$ cat config.mk
export PLATFORM = sky130hd
export DESIGN_NAME = pc_gen
export DESIGN_NICKNAME = d
export VERILOG_FILES = /design/src/rtl/pc_gen_pkg.sv /design/src/rtl/pc_gen_perf.sv /design/src/rtl/pc_gen.sv
export SDC_FILE = /design/constraint.sdc
export NUM_CORES = 1
export LEC_CHECK = 0
export ABC_AREA = 0
export BUFFER_PORTS_ARGS = -buffer_cell sky130_fd_sc_hd__buf_2
export CORE_MARGIN = 1
export CORE_UTILIZATION = 45
export DETAILED_ROUTE_END_ITERATION = 10
export PLACE_DENSITY = 0.8
export RECOVER_POWER = 50
export SLEW_MARGIN = 40
export SYNTH_ARGS = -nofsm -noshare
export SYNTH_HDL_FRONTEND = slang
export SYNTH_SLANG_ARGS = --single-unit
export TNS_END_PERCENT = 50
$ cat constraint.sdc
create_clock -name clk -period 8.44 [get_ports clk]
set_clock_uncertainty 0.2 [all_clocks]
set_input_delay 1.688 -clock clk [delete_from_list [all_inputs] [get_ports clk]]
set_output_delay 1.688 -clock clk [all_outputs]
set_load 0.02 [all_outputs]
$ cat src/rtl/pc_gen_pkg.sv
// Shared definitions for the fetch-stage PC generator: next-PC operation codes
// and default address constants.
package pc_gen_pkg;

    typedef enum logic [2:0] {
        NPC_PlusFour = 3'd0,
        NPC_Jump     = 3'd1,
        NPC_JumpReg  = 3'd2,
        NPC_Branch   = 3'd3
    } npc_op_e;

    localparam logic [31:0] DEFAULT_RESET_PC = 32'h0000_3000;
    localparam logic [31:0] DEFAULT_EXC_VEC  = 32'h0000_4180;

endpackage

$ cat src/rtl/pc_gen_perf.sv
// Saturating 32-bit event counters for the PC generator (redirects, stall cycles).
// Only instantiated when PC_GEN_PERF_EN is defined.
module pc_gen_perf (
    input  logic        clk,
    input  logic        reset,
    input  logic        load,
    input  logic        redirect,
    input  logic        stall_only,
    output logic [31:0] redirect_cnt,
    output logic [31:0] stall_cnt
);

    logic [1:0]  inc;
    logic [31:0] cnt [2];

    assign inc = {stall_only, load & redirect};

    for (genvar gi = 0; gi < 2; gi++) begin : g_cnt
        logic [31:0] cnt_q;
        logic [31:0] cnt_d;

        always_comb begin
            cnt_d = cnt_q;
            if (inc[gi] && (cnt_q != 32'hFFFF_FFFF)) begin
                cnt_d = cnt_q + 32'd1;
            end
        end

        always_ff @(posedge clk) begin
            if (reset) begin
                cnt_q <= '0;
            end else begin
                cnt_q <= cnt_d;
            end
        end

        assign cnt[gi] = cnt_q;
    end

    assign redirect_cnt = cnt[0];
    assign stall_cnt    = cnt[1];

endmodule

$ cat src/rtl/pc_gen.sv
// Fetch-stage PC generator: combinational next-PC select with exception/eret priority,
// stall hold, delay-slot tracking. Optional counters under macro PC_GEN_PERF_EN.
module pc_gen
    import pc_gen_pkg::*;
#(
    parameter int               WIDTH    = 32,
    parameter logic [WIDTH-1:0] RESET_PC = WIDTH'(DEFAULT_RESET_PC),
    parameter logic [WIDTH-1:0] EXC_VEC  = WIDTH'(DEFAULT_EXC_VEC),
    parameter logic [WIDTH-1:0] TEXT_LO  = WIDTH'(32'h0000_3000),
    parameter logic [WIDTH-1:0] TEXT_HI  = WIDTH'(32'h0000_6FFF),
    parameter logic [WIDTH-1:0] ERET_ADJ = WIDTH'(4)
) (
    input  logic             clk,
    input  logic             reset,
    input  logic             Req,
    input  logic             eret_D,
    input  logic             stall,
    input  logic [2:0]       NPCOp,
    input  logic             BranchSignal,
    input  logic [WIDTH-1:0] PC_D,
    input  logic [31:0]      offset,
    input  logic [25:0]      Instr_index,
    input  logic [WIDTH-1:0] RegData,
    input  logic [WIDTH-1:0] EPCOut,
    output logic [WIDTH-1:0] PC_F,
    output logic [WIDTH-1:0] NPC,
    output logic             AdEL_F,
    output logic             BD_F,
    output logic             kill_F,
    output logic [31:0]      redirect_cnt,
    output logic [31:0]      stall_cnt
);

    logic [WIDTH-1:0] pc_f_q, pc_f_d;
    logic             bd_f_q, bd_f_d;
    logic [WIDTH-1:0] pc_plus4, branch_tgt, jump_tgt, npc;
    logic             load;

    assign pc_plus4   = pc_f_q + WIDTH'(4);
    assign branch_tgt = PC_D + WIDTH'(4) + (WIDTH'(signed'(offset)) << 2);
    assign jump_tgt   = {PC_D[WIDTH-1:28], Instr_index, 2'b00};

    always_comb begin
        npc = pc_plus4;
        if (Req) begin
            npc = EXC_VEC;
        end else if (eret_D) begin
            npc = EPCOut + ERET_ADJ;
        end else begin
            case (NPCOp)
                NPC_Jump:    npc = jump_tgt;
                NPC_JumpReg: npc = RegData;
                NPC_Branch:  npc = BranchSignal ? branch_tgt : pc_plus4;
                default:     npc = pc_plus4;
            endcase
        end
    end

    // An exception must be taken even while the pipeline front end is stalled.
    assign load = Req | ~stall;

    always_comb begin
        pc_f_d = pc_f_q;
        bd_f_d = bd_f_q;
        if (load) begin
            pc_f_d = npc;
            bd_f_d = (NPCOp != NPC_PlusFour) & ~Req & ~eret_D;
        end
    end

    always_ff @(posedge clk) begin
        if (reset) begin
            pc_f_q <= RESET_PC;
            bd_f_q <= 1'b0;
        end else begin
            pc_f_q <= pc_f_d;
            bd_f_q <= bd_f_d;
        end
    end

    assign PC_F   = pc_f_q;
    assign NPC    = npc;
    assign BD_F   = bd_f_q;
    assign AdEL_F = (pc_f_q[1:0] != 2'b00) | (pc_f_q < TEXT_LO) | (pc_f_q > TEXT_HI);
    // eret has no delay slot, so whatever was fetched behind it is dropped.
    assign kill_F = eret_D & ~stall & ~Req;

`ifdef PC_GEN_PERF_EN
    pc_gen_perf u_perf (
        .clk          (clk),
        .reset        (reset),
        .load         (load),
        .redirect     (npc != pc_plus4),
        .stall_only   (stall & ~Req),
        .redirect_cnt (redirect_cnt),
        .stall_cnt    (stall_cnt)
    );
`else
    assign redirect_cnt = '0;
    assign stall_cnt    = '0;
`endif

endmodule

After elaboration in Yosys (flattened, before gate mapping). Cells that the tools add are included.

Order comparisons: 2. Multiplexer cells: 4. $add $sub $neg: 4. Reductions and logical operators: 2. Bitwise operators: 10. Equality and inequality tests: 3.

Operators with widths (number): 32-bit by 3-bit adder with 32-bit output (second input constant) (3); 32-bit two-way mux (3); 32-bit case mux with 3 select lines (1); 32-bit adder (1); 32-bit by 15-bit greater-than comparator with 1-bit output (second input constant) (1); 32-bit by 14-bit less-than comparator with 1-bit output (second input constant) (1); 3-bit by 2-bit == test with 1-bit output (second input constant) (2); 1-bit bitwise AND (4); 3-bit by 1-bit == test with 1-bit output (second input constant) (1); 1-bit inverter (3); 1-bit bitwise OR (3); 3-bit nonzero test (1); 2-bit nonzero test (1).

Output and inout bits: 131. Flip-flop bits (word level): 33. Logic and storage cells: 27. Bits of input ports: 163.

Longest topological paths before layout.
Word-level depth: 6. Mapped depth: 14. Depth with buffers taken out: 14.

Least setup slack after synthesis. No wires, ideal clock.

Kind: input to output. From: in offset[16]. To: out NPC[31]. Arrival time: 4.258 ns. Stages on the path: 11. Buffers on the path: 1. Path slack: 2.294 ns. Required time: 6.552 ns. Path through: ha_1 -> ha_1 -> clkbuf_1 -> a21oi_1 -> o211ai_1 -> a211oi_1 -> a31oi_1 -> o41ai_1 -> nand2_1 -> o211a_1 -> nor3b_1.

Cells in the longest elaborated chain, start to end: 5.

Ends and longest elaborated chain: start, declared (line pc_gen.sv:21) `input logic [31:0] offset,`; 32-bit adder (line pc_gen.sv:40) `assign branch_tgt = PC_D + WIDTH'(4) + (WIDTH'(signed'(offset)) << 2);`; 32-bit two-way mux (line pc_gen.sv:53) `NPC_Branch: npc = BranchSignal ? branch_tgt : pc_plus4;`; 32-bit case mux with 3 select lines (line pc_gen.sv:50) `case (NPCOp)`; 32-bit two-way mux (line pc_gen.sv:47) `end else if (eret_D) begin`; 32-bit two-way mux (line pc_gen.sv:45) `if (Req) begin`; end, declared (line pc_gen.sv:26) `output logic [WIDTH-1:0] NPC,`.

Every way passes these cells.

Final worst setup path.
From: in BranchSignal. To: out NPC[5].

Cells in the longest elaborated chain, start to end: 4.

Ends and longest elaborated chain: start, declared (line pc_gen.sv:19) `input logic BranchSignal,`; 32-bit two-way mux (line pc_gen.sv:53); 32-bit case mux with 3 select lines (line pc_gen.sv:50); 32-bit two-way mux (line pc_gen.sv:47); 32-bit two-way mux (line pc_gen.sv:45).

Every way passes these cells.

==> results.toml <==
[critical_path]
worstPathMaxFanout = 28
cp_data_arrival_time_ns = 5.13
worst_reg_to_reg_setup_slack_ns = 5.37
ff2ff_path_depth = 8
timing.critical_path.required_ns = 6.55
timing.critical_path.to_type = "output port"
rr_startpoint = "PC_F[5]$_SDFFE_PP0P_"
critical_path.reg2reg.endpoint = "PC_F[7]$_SDFFE_PP0P_"
cp-start-kind = "input port"
timing.setup.critical_path_class = "in2out"

[clock_network]
cts_made_buffers = 5
clockBufferDepth = 2
number_of_clock_sinks_seen_by_cts = 33
clk_pin_slew_worst_paths_ns = 0.05
postCtsSetupBuffers = 0
cts_tree = "built"
clock-root-buffer = "sky130_fd_sc_hd__clkbuf_16"
cts-hold-fix-buffers = 0
cts_htree_levels = 2
post_cts.resized_instances = 0
clk_latency_ns = 0.28

[power_and_ir_drop]
total_leakage_power_nw = 3.51
vdd_ir_drop_max_v = 0.0000679
powerDensity_mw_per_mm2 = 105

[synth]
synth_cell_type_count = 72
yosys_most_used_dff = "sky130_fd_sc_hd__dfxtp_1"
postSynth.asyncResetShare = 0
synthesis.area_mm2 = 0.00663
ys.warnings.count = 0
synth.avg_cell_area_um2 = 6.79
synth-edff-count = 0
yosysSeqAreaShare = 0.0997
syn-instance-count = 976
synth.ff_latch_count = 33

[flow_run]
maxCapViolCount = 0

[final_layout]
final_cell_mix = "sky130_fd_sc_hd__buf_2, sky130_fd_sc_hd__nor2_1, sky130_fd_sc_hd__nand2_1"
drive_gt1_frac = 0.190
post_layout_nonfiller_instances = 1346
design_area_mm2 = 0.00769
layout.cells.most_common = "sky130_fd_sc_hd__buf_2"
synthToLayoutAreaGrowth_pct = 16.0
final_net_count = 1388
fill_cells = 1482

[placement]
placed_cells = 1338
postPlaceCellArea_mm2 = 0.00759
detailedPlace.worstSlack_ns = 1.77
port_buffers = 227
gp_congestion = 0.943
dpl.hpwl_um = 21000

[timing]
maxSlewViolCount = 0
finalHoldViolations = 0
timing.final.crit_share = 0.831
fmaxAchievable_mhz = 143
postLayoutSetupSlackWorst_ns = 1.42
setup_tns_final_ns = 0
report.final.setup_viol = 0
rsz0062_at_grt = "no"
whs_ns = 0.288
layout_min_cycle_time_ns = 7.02
worst_pin_slew_ns = 1.26
worst_slew_margin_rel = 0.163

[drt]
ant_nets = 0
detailedRoute.firstPassIterationCount = 5
route.detailed.drc = 0
drt_wirelength_um = 25400
drt-vias-per-instance = 6.09
initialDrtViolationCount = 899
average_wire_per_cell_in_the_routed_design_um = 18.9
detailroute.via_count = 8198

[grt]
wire_length_of_the_first_global_routing_pass_um = 38000
grt_max_degree = 41
gr-usage-all-layers = 0.327
grt_overflow_total = 0
via_count_of_the_first_global_routing_pass = 7209
number_of_antenna_violations_at_the_first_check_in_global_routing = 1

[floorplan]
row_count = 43
die-area_mm2 = 0.0152
fp.coreArea_mm2 = 0.0141
die_y_um = 123
die_w_um = 123
initial_util = 0.468
i_o_pin_total = 294

[hold_path]
min-delay-start = "BD_F$_SDFFE_PP0P_"
holdCritPathClass = "reg2reg"
hold_path_depth = 2
min_to = "BD_F$_SDFFE_PP0P_"

[run_status]
run_status = "complete, no violations"
==> power by group <==
part           internal (mW)  switching (mW)  total [mW]
combinational          0.162           0.286       0.447
sequential             0.165          0.0171       0.182
clock                  0.116          0.0652       0.181
total                  0.442           0.368       0.811
==> cell type report <==
| cell class | count | area (um2) | area share |
|---|---|---|---|
| multi-input cells | 862 | 5420 | 0.705 |
| repair buffers | 231 | 1120 | 0.145 |
| flip-flops and latches | 33 | 661 | 0.0859 |
| well taps | 180 | 225 | 0.0293 |
| clock buffers | 7 | 143 | 0.0186 |
| inverters | 32 | 120 | 0.0156 |
| diodes | 1 | 2.50 | 0.000325 |
==> flip-flops by register name, summed over array words and instances, names as in the netlist <==
| register | cells |
|---|---|
| PC_F | 32 |
| BD_F | 1 |
==> cells by family after synthesis <==
logic type / share of synthesized area
AOI/OAI and AO/OA: 0.297
xor gates and xnor gates: 0.0859
adders and majority gates: 0.114
buffers and inverters: 0.119
DFF: 0.0997
muxes: 0.00453
other: 0.000566
and+or+nand+nor: 0.279
==> cell usage after synthesis, types with 5 or more instances <==
cell,count,share of area
sky130_fd_sc_hd__o22ai_1,12,0.011
sky130_fd_sc_hd__a21o_1,27,0.031
sky130_fd_sc_hd__nor2_1,91,0.052
sky130_fd_sc_hd__o21bai_1,7,0.0079
sky130_fd_sc_hd__xnor2_1,40,0.053
sky130_fd_sc_hd__buf_4,64,0.072
sky130_fd_sc_hd__o31ai_1,7,0.0079
sky130_fd_sc_hd__and3_1,17,0.016
sky130_fd_sc_hd__inv_1,28,0.016
sky130_fd_sc_hd__clkbuf_1,42,0.024
sky130_fd_sc_hd__a21oi_1,78,0.059
sky130_fd_sc_hd__nand3b_1,5,0.0057
sky130_fd_sc_hd__xor2_1,25,0.033
sky130_fd_sc_hd__or2_2,6,0.0057
sky130_fd_sc_hd__and4_1,7,0.0093
sky130_fd_sc_hd__nor2b_1,8,0.0076
sky130_fd_sc_hd__nand4_1,21,0.020
sky130_fd_sc_hd__o21a_1,7,0.0079
sky130_fd_sc_hd__nor4_1,12,0.011
sky130_fd_sc_hd__a31oi_1,12,0.011
sky130_fd_sc_hd__nand2b_1,14,0.013
sky130_fd_sc_hd__o221ai_1,8,0.011
sky130_fd_sc_hd__o21ba_2,5,0.0076
sky130_fd_sc_hd__a221oi_1,8,0.011
sky130_fd_sc_hd__ha_1,59,0.11
sky130_fd_sc_hd__a211o_1,5,0.0066
sky130_fd_sc_hd__o21ai_0,59,0.045
sky130_fd_sc_hd__nand2_1,86,0.049
sky130_fd_sc_hd__nor3_1,27,0.020
sky130_fd_sc_hd__nor3b_1,5,0.0057
sky130_fd_sc_hd__dfxtp_1,33,0.10
sky130_fd_sc_hd__or3_1,10,0.0094
sky130_fd_sc_hd__a211oi_1,17,0.019
sky130_fd_sc_hd__and2_1,7,0.0066
sky130_fd_sc_hd__nand3_1,44,0.033
==> per-stage QoR <==
step,total power [mW],util
floorplan,0.502,-
global placement,0.623,0.536
detailed placement,0.625,0.536
CTS,0.807,0.546
global route,0.860,0.543
finish,0.811,0.543
==> routing by layer <==
layer	track usage	vias up	share of wire
li1	-	3844	-
met1	0.402	3799	0.39
met2	0.568	506	0.48
met3	0.0646	49	0.11
met4	0.102	0	0.028
met5	0	-	0
==> worst max-delay path by stage <==
stage,to,slack (ns),start
5_1_grt,NPC[5],1.15,BranchSignal
2_1_floorplan,NPC[31],2.29,offset[16]
3_5_place_dp,NPC[29],1.77,offset[1]
6_report,NPC[5],1.42,BranchSignal
3_3_place_gp,NPC[31],1.72,offset[16]
4_1_cts,NPC[29],1.75,offset[1]
==> critical path, stage by stage <==
cell and delay, ns:
sky130_fd_sc_hd__clkbuf_1 0.89, sky130_fd_sc_hd__inv_1 0.57, sky130_fd_sc_hd__nor2_1 0.58, sky130_fd_sc_hd__clkbuf_1 0.45
sky130_fd_sc_hd__nand3_1 0.15, sky130_fd_sc_hd__a31oi_1 0.19, sky130_fd_sc_hd__a21oi_1 0.07, sky130_fd_sc_hd__o22ai_1 0.30
sky130_fd_sc_hd__buf_2 0.23
(Power assumes the default switching activity.)
